### src/rtl/sseg_event_counter.sv
// sseg_event_counter: counts synchronised EVENT rising edges and scans the count
// onto common-anode seven-segment digits in hex or decimal (double-dabble).
module sseg_event_counter #(
    parameter int CNT_WIDTH   = 16,
    parameter int DIGITS      = 4,
    parameter int REFRESH_DIV = 100000
) (
    input  logic                 CLK,
    input  logic                 RST_N,
    input  logic                 EVENT,
    input  logic                 CLR,
    input  logic                 HOLD,
    input  logic                 MODE,
    input  logic                 SAT,
    output logic [CNT_WIDTH-1:0] COUNT,
    output logic                 CONV_BUSY,
    output logic [7:0]           CATHODES,
    output logic [DIGITS-1:0]    ANODES
);
    localparam int ND = (CNT_WIDTH + 2) / 3;
    localparam int BW = 4 * ND;
    localparam int DW = 4 * DIGITS;
    localparam int IW = DIGITS > 1 ? $clog2(DIGITS) : 1;
    localparam int RW = $clog2(REFRESH_DIV);
    localparam int SW = $clog2(CNT_WIDTH);
    localparam logic [63:0] DEC_LIM = 64'(10 ** DIGITS);
    localparam logic [7:0] SEGS [16] = '{8'hC0, 8'hF9, 8'hA4, 8'hB0, 8'h99, 8'h92, 8'h82, 8'hF8,
                                         8'h80, 8'h90, 8'h88, 8'h83, 8'hC6, 8'hA1, 8'h86, 8'h8E};

    typedef enum logic [1:0] {IDLE, LOAD, SHIFT, DONE} state_t;

    logic s1, s2, ev_d, pulse;
    state_t state, state_n;
    logic [CNT_WIDTH-1:0] bin;
    logic [BW-1:0] bcd, bcd_add;
    logic [SW-1:0] bit_cnt;
    logic snap_ovf;
    logic [DW-1:0] disp;
    logic disp_ovf, hex_ovf, tc;
    logic [RW-1:0] rc;
    logic [IW-1:0] idx, idx_n;

    always_ff @(posedge CLK or negedge RST_N) begin
        if (!RST_N) begin
            s1    <= 1'b0;
            s2    <= 1'b0;
            ev_d  <= 1'b0;
            pulse <= 1'b0;
            COUNT <= '0;
        end else begin
            s1    <= EVENT;
            s2    <= s1;
            ev_d  <= s2;
            pulse <= s2 & ~ev_d;
            COUNT <= CLR ? '0 : !pulse ? COUNT : &COUNT ? (SAT ? COUNT : '0) : COUNT + CNT_WIDTH'(1);
        end
    end

    always_comb begin
        state_n = state == IDLE  ? LOAD :
                  state == LOAD  ? SHIFT :
                  state == SHIFT ? (bit_cnt == SW'(CNT_WIDTH - 1) ? DONE : SHIFT) : IDLE;
        bcd_add = bcd;
        for (int k = 0; k < ND; k++)
            bcd_add[4*k +: 4] = bcd[4*k +: 4] >= 4'd5 ? bcd[4*k +: 4] + 4'd3 : bcd[4*k +: 4];
    end

    assign CONV_BUSY = state == LOAD || state == SHIFT;
    assign hex_ovf   = (64'(COUNT) >> DW) != 64'd0;

    always_ff @(posedge CLK or negedge RST_N) begin
        if (!RST_N) begin
            state    <= IDLE;
            bin      <= '0;
            bcd      <= '0;
            bit_cnt  <= '0;
            snap_ovf <= 1'b0;
        end else begin
            state <= state_n;
            if (state == IDLE) begin
                bin      <= COUNT;
                snap_ovf <= 64'(COUNT) >= DEC_LIM;
            end
            if (state == LOAD) begin
                bcd     <= '0;
                bit_cnt <= '0;
            end
            if (state == SHIFT) begin
                {bcd, bin} <= {bcd_add, bin} << 1;
                bit_cnt    <= bit_cnt + SW'(1);
            end
        end
    end

    // Display register: hex follows COUNT every cycle, decimal takes each finished conversion.
    always_ff @(posedge CLK or negedge RST_N) begin
        if (!RST_N) begin
            disp     <= '0;
            disp_ovf <= 1'b0;
        end else if (!HOLD) begin
            if (!MODE) begin
                disp     <= DW'(COUNT);
                disp_ovf <= hex_ovf;
            end else if (state == DONE) begin
                disp     <= DW'(bcd);
                disp_ovf <= snap_ovf;
            end
        end
    end

    assign tc    = rc == RW'(REFRESH_DIV - 1);
    assign idx_n = !tc ? idx : idx == IW'(DIGITS - 1) ? '0 : idx + IW'(1);

    // Outputs are driven from the next index so the first dwell after reset is exact.
    always_ff @(posedge CLK or negedge RST_N) begin
        if (!RST_N) begin
            rc       <= '0;
            idx      <= '0;
            ANODES   <= ~DIGITS'(1);
            CATHODES <= 8'hC0;
        end else begin
            rc       <= tc ? '0 : rc + RW'(1);
            idx      <= idx_n;
            ANODES   <= ~(DIGITS'(1) << idx_n);
            CATHODES <= disp_ovf ? 8'hBF : SEGS[disp[4*idx_n +: 4]];
        end
    end
endmodule

### config.mk
export PLATFORM = sky130hd
export DESIGN_NAME = sseg_event_counter
export DESIGN_NICKNAME = d
export VERILOG_FILES = /design/src/rtl/sseg_event_counter.sv
export SDC_FILE = /design/constraint.sdc
export NUM_CORES = 1
export LEC_CHECK = 0
export ABC_AREA = 1
export CAP_MARGIN = 40
export CORE_ASPECT_RATIO = 0.5
export CORE_MARGIN = 2
export CORE_UTILIZATION = 55
export CTS_BUF_LIST = sky130_fd_sc_hd__clkbuf_2
export DETAILED_ROUTE_END_ITERATION = 16
export PLACE_DENSITY = 0.72
export SYNTH_ARGS = -nofsm -noshare
export SYNTH_HDL_FRONTEND = slang
export SYNTH_SLANG_ARGS = --single-unit
### constraint.sdc
create_clock -name CLK -period 5.7 [get_ports CLK]
set_clock_uncertainty 0.05 [all_clocks]
set_input_delay 0.855 -clock CLK [delete_from_list [all_inputs] [get_ports CLK]]
set_output_delay 0.855 -clock CLK [all_outputs]
set_load 0.1 [all_outputs]
* Yosys cells after proc, flatten, opt, wreduce, memory -nomap -nowiden *
Memory sizes are Yosys's and may differ from the RTL's.
Cells that the tools add are included.

cells by class
  $add $sub $neg = 10
  magnitude comparators = 8
  equality and inequality tests = 8
  shift operators = 2
  multiplexer cells = 30
  bitwise gates (word level) = 5
  reduce and logical (&&, ||, !) cells = 8

operators by type and width
  cell                   number
  $mux 16                8
  $mux 24                2
  $mux 4                 7
  $ge 4x3->1 const B     6
  $mux 8                 3
  $add 4x2->4 const B    5
  $add 17x1->17 const B  1
  $eq 17x17->1 const B   1
  $mux 17                1
  $add 16x1->16 const B  1
  $ge 16x14->1 const B   1
  $reduce_and 16->1      1
  $shiftx 16x5->4        1
  $mux 2                 5
  $eq 2x2->1 const B     3
  $reduce_bool 2->1      3
  $ge 5x5->1 const B     1
  $not 4->5              1
  $add 4x1->4 const B    1
  $eq 4x4->1 const B     1
  $not 4->4              1
  $reduce_and 2->1       2
  $shl 1x2->4 const A    1
  $add 3x2->3 const B    1
  other kinds (10)       13

word-level totals
  register bits = 115
  memory bits (read-only) = 128
  input bits = 7
  output and inout port bits = 29
  word-level logic and storage cells = 88
  memories = 1

memory list
  memory           words  width  read ports  clocked after memory_dff  wr ports  line  RTL
  (no name shown)  16     8      1           0                         0         125   CATHODES <= disp_ovf ? 8'hBF : SEGS[disp[4*idx_n +: 4]];

* Longest topological paths before layout *
Gate-level depths: netlist of the first run.

  depth after elaboration = 9
  mapped depth = 19
  mapped depth without buffers = 18

* Least setup slack after synthesis of the first run *
Ideal clock, no wire load.

  kind = reg-to-reg
  from = register COUNT[0]
  to = register COUNT[4]
  library setup time = 0.085 ns
  arrival time = 2.701 ns
  required time = 5.565 ns
  slack = 2.864 ns
  cell stages (with the launch flop) = 13
  path buffers = 1
  clock period less this slack = 2.836 ns
  cells stage by stage = dfrtp_1 > ha_1 > nand2_1 > nor2_4 > nand2_2 > nor2_4 > nand4_1 > o21ai_2 > inv_2 > nor2_4 > inv_2 > buf_6 > a22oi_2

between the ends
  word-level cells in the longest chain between the ends = 4
  elaborated cells between the ends (all ways) = 7
  those cells by class = 1 x add/sub; 1 x eq/ne; 3 x mux; 2 x reduce/logical

ends and longest elaborated chain
  what                                                       line  RTL
  from (decl)                                                15    output logic [CNT_WIDTH-1:0] COUNT,
  from (signal assigned)                                     55    COUNT <= CLR ? '0 : !pulse ? COUNT : &COUNT ? (SAT ? COUNT : '0) : COUNT + CNT_WIDTH'(1);
  $add 16x1->16 / $reduce_and 16->1 (equally long branches)  55
  $mux 16 (3 in a row)                                       55

Several ways; a longest one is shown, not always the timed one. The select of a mux whose other input is x is not followed.
A chain may end at the register's enable or synchronous reset.

* Worst setup path after layout of the first run *
  from = register state[1]
  to = output CONV_BUSY

between the ends
  word-level cells in the longest chain between the ends = 2
  elaborated cells between the ends (all ways) = 3
  those cells by class = 2 x eq/ne; 1 x reduce/logical

ends and longest elaborated chain
  what                                             line  RTL
  from (decl)                                      33    state_t state, state_n;
  from (signal assigned)                           79    state <= state_n;
  $eq 2x1->1 / $eq 2x2->1 (equally long branches)  68    assign CONV_BUSY = state == LOAD || state == SHIFT;
  $logic_or 1x1->1 *                               68
  to (decl)                                        16    output logic CONV_BUSY,

Every way passes the cells marked *; elsewhere a longest branch is shown, timed or not.

==> out/metrics.cfg, run 1 <==
[routing]
drc = 0
routed_wl_um = 13000
detail-route-antenna-nets = 0
drt-initial-drc-count = 391
routedWlPerCell_um = 14.4
vias = 4963
via_per_inst = 5.50
drtPass1Iterations = 5

[worst_hold_path]
hp-class = input pin to asynchronous set/reset pin

[power_and_ir_drop]
pwr_density_cell_nw_per_um2 = 214
irDropWorstVdd_mv = 0.115
p_leak_nw = 3.26

[grt]
grt_usage = 0.246
grt_pass1_vias = 4634
grt_pass1_wl_um = 22700
grt_max_degree = 63
overflow = 0
grt_antenna_before_repair = 0

[yosys]
synth_cell_types = 44
synth_top_family_by_area = simple AND/OR/NAND/NOR gates
yosys.area_share.adder = 0.0491
synth_area_per_cell_um2 = 8.33
yosysMostFrequentCell = nand2_1
synth_area_leaders = dfrtp_1 (44%), nand2_1 (7.9%), inv_1 (5.9%)
syn_area_um2 = 5860
synth-compound-area-share = 0.130
yosysWarnings = 0
synth_mux_area_frac = 0
async_flop_share = 1.00
synth_xor_area_frac = 0.0239
synthTopCellsByCount = nand2_1 (123), dfrtp_1 (102), inv_1 (92)
synth_fp_nets = 734
synth_cells = 704
synth_area_leader_cell = dfrtp_1
ys_seq_area_frac = 0.453
synth_edf_count = 0
dominantRegCellSynth = dfrtp_1
synth_top_area_frac = 0.435
synth-simple-area-share = 0.259
ys_ff_latch = 106

[setup_path]
critPathKind = register to primary output
path_max_fanout = 24
worst_setup_path_end_kind = primary output
regToRegSetupSlack_ns = 3.18
reg2reg_depth = 16
critPathRequiredTime_ns = 4.80
worst_setup_path_start_kind = register
cp.arrival_ns = 2.70

[sta]
layout_setup_ws_ns = 2.09
grt_setup_unrepaired = false
tightest_slew_ns = 0.842
fmax_mhz = 277
tns_ns = 0
setup_viol_count_final = 0
fin_crit_sh = 0.633
slew_viol_final = 0
hold_viol = 0
fin_crit_ns = 3.61
hold_ws_ns = 0.243
relSlewSlack = 0.438

[placed_design]
dp_hpwl_um = 9560
dpl_worst_slack_ns = 2.75
dp.cells = 887
portBuffers = 34
gp_congestion = 0.968

[cts]
hold_buffers = 0
root_buffer = clkbuf_2
clockBufferDepth = 2
post_cts_buffers = 0
htree_levels = 3
cts_tree = built
clock_latency_ns = 0.59
cts_resized = 0
clk_pin_slew_ns = 0.25
cts_sinks = 106
numCtsBuffers = 9

[finish]
drive_gt1_frac = 0.138
num_antenna_cells = 0
nets = 788
area_growth_pct = 16.9
fill_cells = 863
final_cells = 903

[die]
die_x_um = 150
coreArea_um2 = 10300
rows = 26
start_util = 0.570
ios = 36
die-area_um2 = 11600
die_y_um = 77.0

[run_status]
run_status = finished clean

[flow_run]
maxCapViolCount = 0

## metal layers
metal / global-route usage / up-vias / wire length (µm)
met2: 0.380 / 141 / 6010
met3: 0.0500 / 14 / 677
met1: 0.358 / 2373 / 6210
met4: 0.0575 / 0 / 155
met5: 0 / - / 0
li1: - / 2435 / -
## power breakdown
group / switching, mW / internal, mW
logic: 0.190 / 0.0931
clock network: 0.241 / 0.148
registers: 0.0146 / 0.783
## stage by stage
step	utilization	instance area (µm²)	total power [mW]
2_1_floorplan	-	5860	0.988
3_3_place_gp	0.611	6280	1.05
3_5_place_dp	0.654	6720	1.09
4_1_cts	0.667	6850	1.49
5_1_grt	0.667	6850	1.54
6_report	0.667	6850	1.47
## cell families (layout without fill, tap and decap cells)
family,Yosys count,count (layout)
AND/OR/NAND/NOR,305,305
AO/OA/AOI/OAI,130,130
buffers and inverters,123,182
flip-flops,106,106
adder cells (fa/ha/maj),23,23
XOR/XNOR,16,16
other,1,1
## worst max-delay path: stages, from the launching register on
cell and delay (ns):
dfrtp_1 0.47, inv_1 0.06, ha_1 0.74, clkdlybuf4s50_1 0.66, buf_8 0.21
## state kept, by name, summed over array words and instances, names as in the netlist, 2 cells and up
name,count
bit_cnt,4
bcd,16
disp,16
bin,16
rc,17
ANODES,4
CATHODES,7
idx,2
COUNT,16
state,2
## area by class of cell
class,instances,area (µm²),area share
Inverter,101,384,0.0560
Multi-Input combinational cell,475,2720,0.396
Timing Repair Buffer,65,788,0.115
Clock buffer,11,55.1,0.00803
Clock inverter,5,78.8,0.0115
Tap cell,140,175,0.0256
Sequential cell,106,2660,0.388
## path summary, 6_finish.rpt
path | startpoint | to
min in group CLK | s1 | s2
setup reg to reg | rc[0] | CATHODES[4]
hold / removal | RST_N | rc[12]
setup / recovery | state[1] | CONV_BUSY
hold reg to reg | s1 | s2
max in group asynchronous | RST_N | bin[2]
## cells in the final DEF, fill, tap and decap left out, types with 2 or more instances in the layout
| cell | netlist | final |
|---|---|---|
| nor2_2 | 6 | 6 |
| nor2_8 | 2 | 2 |
| ha_1 | 23 | 23 |
| nor3_1 | 9 | 9 |
| dfstp_2 | 4 | 4 |
| o21ai_0 | 42 | 42 |
| nand2_4 | 8 | 8 |
| nor4_1 | 6 | 6 |
| inv_1 | 92 | 92 |
| a21oi_1 | 23 | 22 |
| buf_4 | 1 | 3 |
| nand3_4 | 2 | 2 |
| clkinv_2 | 0 | 2 |
| a22oi_2 | 2 | 2 |
| bufinv_16 | 0 | 2 |
| clkdlybuf4s50_1 | 0 | 33 |
| o31ai_1 | 4 | 4 |
| nand2_2 | 12 | 12 |
| o32ai_1 | 3 | 3 |
| nand2_1 | 123 | 123 |
| xor2_1 | 15 | 15 |
| nor2_4 | 5 | 5 |
| nand3_1 | 61 | 61 |
| nand4_1 | 10 | 10 |
| nor2_1 | 52 | 52 |
| a31oi_1 | 16 | 16 |
| o211ai_1 | 6 | 6 |
| o21ai_1 | 9 | 9 |
| o22ai_1 | 20 | 20 |
| or2_2 | 4 | 4 |
| clkbuf_2 | 0 | 11 |
| inv_2 | 8 | 8 |
| dfrtp_1 | 102 | 102 |
| buf_8 | 0 | 29 |
| nand3b_1 | 3 | 3 |
Note: power is estimated with default switching activity, not from simulation.
==> run 2, diff against run 1 <==
- PLACE_DENSITY: 0.72 -> 0.75
- clock period: 5.7 -> 3.3 ns (I/O delays scaled with it)
==> run 2 against run 1 <==
Net effect: clock power increased by 57%; design area shrank 4.9%; global-route usage decreased by 0.39 points; utilization shrank 3.2 points; non-clock buffer count fell by 16; cell count fell by 1.8%; count of clock-buffer cells in the layout is 2 lower; worst setup slack worse by 1.4 ns; largest power group unchanged.
==> out/metrics.cfg, run 2 (synthesis results as in run 1) <==
[placed_design]
portBuffers = 34  ; unchanged
gp_congestion = 0.990  ; +2.3%
dp_hpwl_um = 9390  ; -1.7%
dpl-instance-area_um2 = 6400  ; -4.8%

[setup_path]
worst_setup_path_end_kind = primary output
regToRegSetupSlack_ns = 0.76  ; -2.42 ns
critPathKind = register to primary output
reg2reg_depth = 15  ; -1
worst_setup_path_start_kind = register
cpPeakStageDelay_ns = 0.50  ; -0.24 ns
rr_endpoint = CATHODES[3]
critPathRequiredTime_ns = 2.75  ; -2.05 ns
cp.arrival_ns = 2.03  ; -0.67 ns
r2r-start = rc[0]
path_cells = inv_1, ha_1, buf_4
cp_slowest_cell = ha_1
path_max_fanout = 12  ; -50%

[worst_hold_path]
hold_end = s1
hp-class = input pin to register
min_from = EVENT
hold_depth = 1

[power_and_ir_drop]
cell_internal_pwr_mw = 1.63  ; +59%
sequentialPowerShare = 0.560  ; +0.018
pwr_density_cell_nw_per_um2 = 378  ; +76%
p_leak_nw = 3.15  ; -3.4%
irDropWorstVdd_mv = 0.181  ; +57%
p_clk_frac = 0.247  ; -0.018
power_frac_comb = 0.193  ; about the same
switching_share = 0.339  ; +0.0361
power_switching_uw = 837  ; +88%

[routing]
vias = 4875  ; -1.8%
dr_wl_met2_um = 5910  ; -1.6%
detail-route-antenna-nets = 0  ; unchanged
routedWlPerCell_um = 14.5  ; about the same
drt-met1-wl_um = 6120  ; -1.4%
drtPass1Iterations = 6  ; +1
drt-initial-drc-count = 460  ; +18%
routed-wl-met3_um = 644  ; -4.9%
via_per_inst = 5.50  ; about the same
routed_wl_um = 12800  ; -1.7%
drc = 0  ; unchanged
top_layer_used = met4

[finish]
regMostFlops = rc
largest_register_ffs = 17  ; unchanged
stdcell_area_um2 = 6520  ; -4.9%
final_common_cell = nand2_1
fill_cells = 882  ; +2.2%
area_growth_pct = 11.2
nets = 772  ; -2.0%
final_cell_mix = nand2_1 (123), dfrtp_1 (102), inv_1 (92)
num_antenna_cells = 0  ; unchanged
multi_input_area_um2 = 2720  ; unchanged
drive_gt1_frac = 0.145  ; +0.00696
regArea_um2 = 2660  ; unchanged

[grt]
grt_max_degree = 52  ; -17%
grt_pass1_vias = 4592  ; -0.91%
grt_antenna_before_repair = 0  ; unchanged
overflow = 0  ; unchanged
grt_usage = 0.242  ; -0.00388
grt_pass1_wl_um = 22300  ; -1.6%

[run_status]
run_status = finished clean

[die]
die_x_um = 150  ; unchanged
ios = 36  ; unchanged
coreArea_um2 = 10300  ; unchanged
start_util = 0.570  ; unchanged
rows = 26  ; unchanged
die_y_um = 77.0  ; unchanged
die-area_um2 = 11600  ; unchanged

[cts]
cts_tree = built
cts_sinks = 106  ; unchanged
clock_latency_ns = 0.63  ; +0.04 ns
clk_pin_slew_ns = 0.31  ; +0.06 ns
clockBufferDepth = 2  ; unchanged
htree_levels = 3  ; unchanged
root_buffer = clkbuf_2
cts_resized = 0  ; unchanged
post_cts_buffers = 0  ; unchanged
numCtsBuffers = 9  ; unchanged

[sta]
fin_crit_ns = 2.58
relSlewSlack = 0.429  ; -0.00868
fmax_mhz = 388
slew_viol_final = 0  ; unchanged
grt_setup_unrepaired = false
fin_crit_sh = 0.781
tightest_slew_ns = 0.855  ; +0.0130 ns
tns_ns = 0  ; unchanged
hold_viol = 0  ; unchanged
setup_viol_count_final = 0  ; unchanged

[flow_run]
maxCapViolCount = 0  ; unchanged

## run 2: timing repair
item,in CTS,in global routing
hold buffers,1,0
endpoints found under the setup margin,0,0
hold endpoints to repair,44,0
## run 2: layout make-up
class / count / share of cell area
clock buffers: 9 / 0.00691
clock inverters: 7 / 0.0104
inverters: 101 / 0.0589
multi-input cells: 475 / 0.416
flip-flops and latches: 106 / 0.408
well taps: 140 / 0.0269
repair buffers: 49 / 0.0729
## run 2: worst max path at each step
| stage | startpoint | endpoint | slack, ns |
|---|---|---|---|
| after floorplan | COUNT[0] | COUNT[4] | 0.46 |
| after global placement | rc[0] | CATHODES[3] | 0.93 |
| after detailed placement | rc[0] | CATHODES[3] | 0.81 |
| after CTS | state[1] | CONV_BUSY | 0.67 |
| after global routing | rc[0] | CATHODES[4] | 0.51 |
| final | state[1] | CONV_BUSY | 0.72 |
## run 2: power by group through the flow
stage / clock network, mW / registers [mW] / logic [mW]
after floorplan: 0 / 1.55 / 0.156
after global placement: 0 / 1.40 / 0.415
after detailed placement: 0 / 1.40 / 0.474
after CTS: 0.627 / 1.38 / 0.477
after global routing: 0.687 / 1.39 / 0.516
final: 0.609 / 1.38 / 0.475
## run 2: worst max-delay path, delay by kind of cell, from the launching register on
kind | cells | cell delay (ns)
flip-flops | 1 | 0.48
adder cells (fa/ha/maj) | 1 | 0.50
buffers and inverters | 2 | 0.42
## run 2: stage by stage
| step | hold WS [ns] | std cells | util | setup WS, ns | power (mW) |
|---|---|---|---|---|---|
| after floorplan | 0.149 | 704 | - | 0.464 | 1.71 |
| after global placement | 0.284 | 862 | 0.611 | 0.930 | 1.81 |
| after detailed placement | 0.288 | 870 | 0.622 | 0.813 | 1.88 |
| after CTS | 0.157 | 887 | 0.634 | 0.674 | 2.49 |
| after global routing | 0.123 | 887 | 0.634 | 0.507 | 2.59 |
| final | 0.199 | 887 | 0.634 | 0.721 | 2.47 |
## run 2: layer usage
metal  up-vias  GRT usage
li1       2405          -
met1      2315      0.350
met2       134      0.380
met3        21     0.0476
met4         0     0.0509
met5         -          0
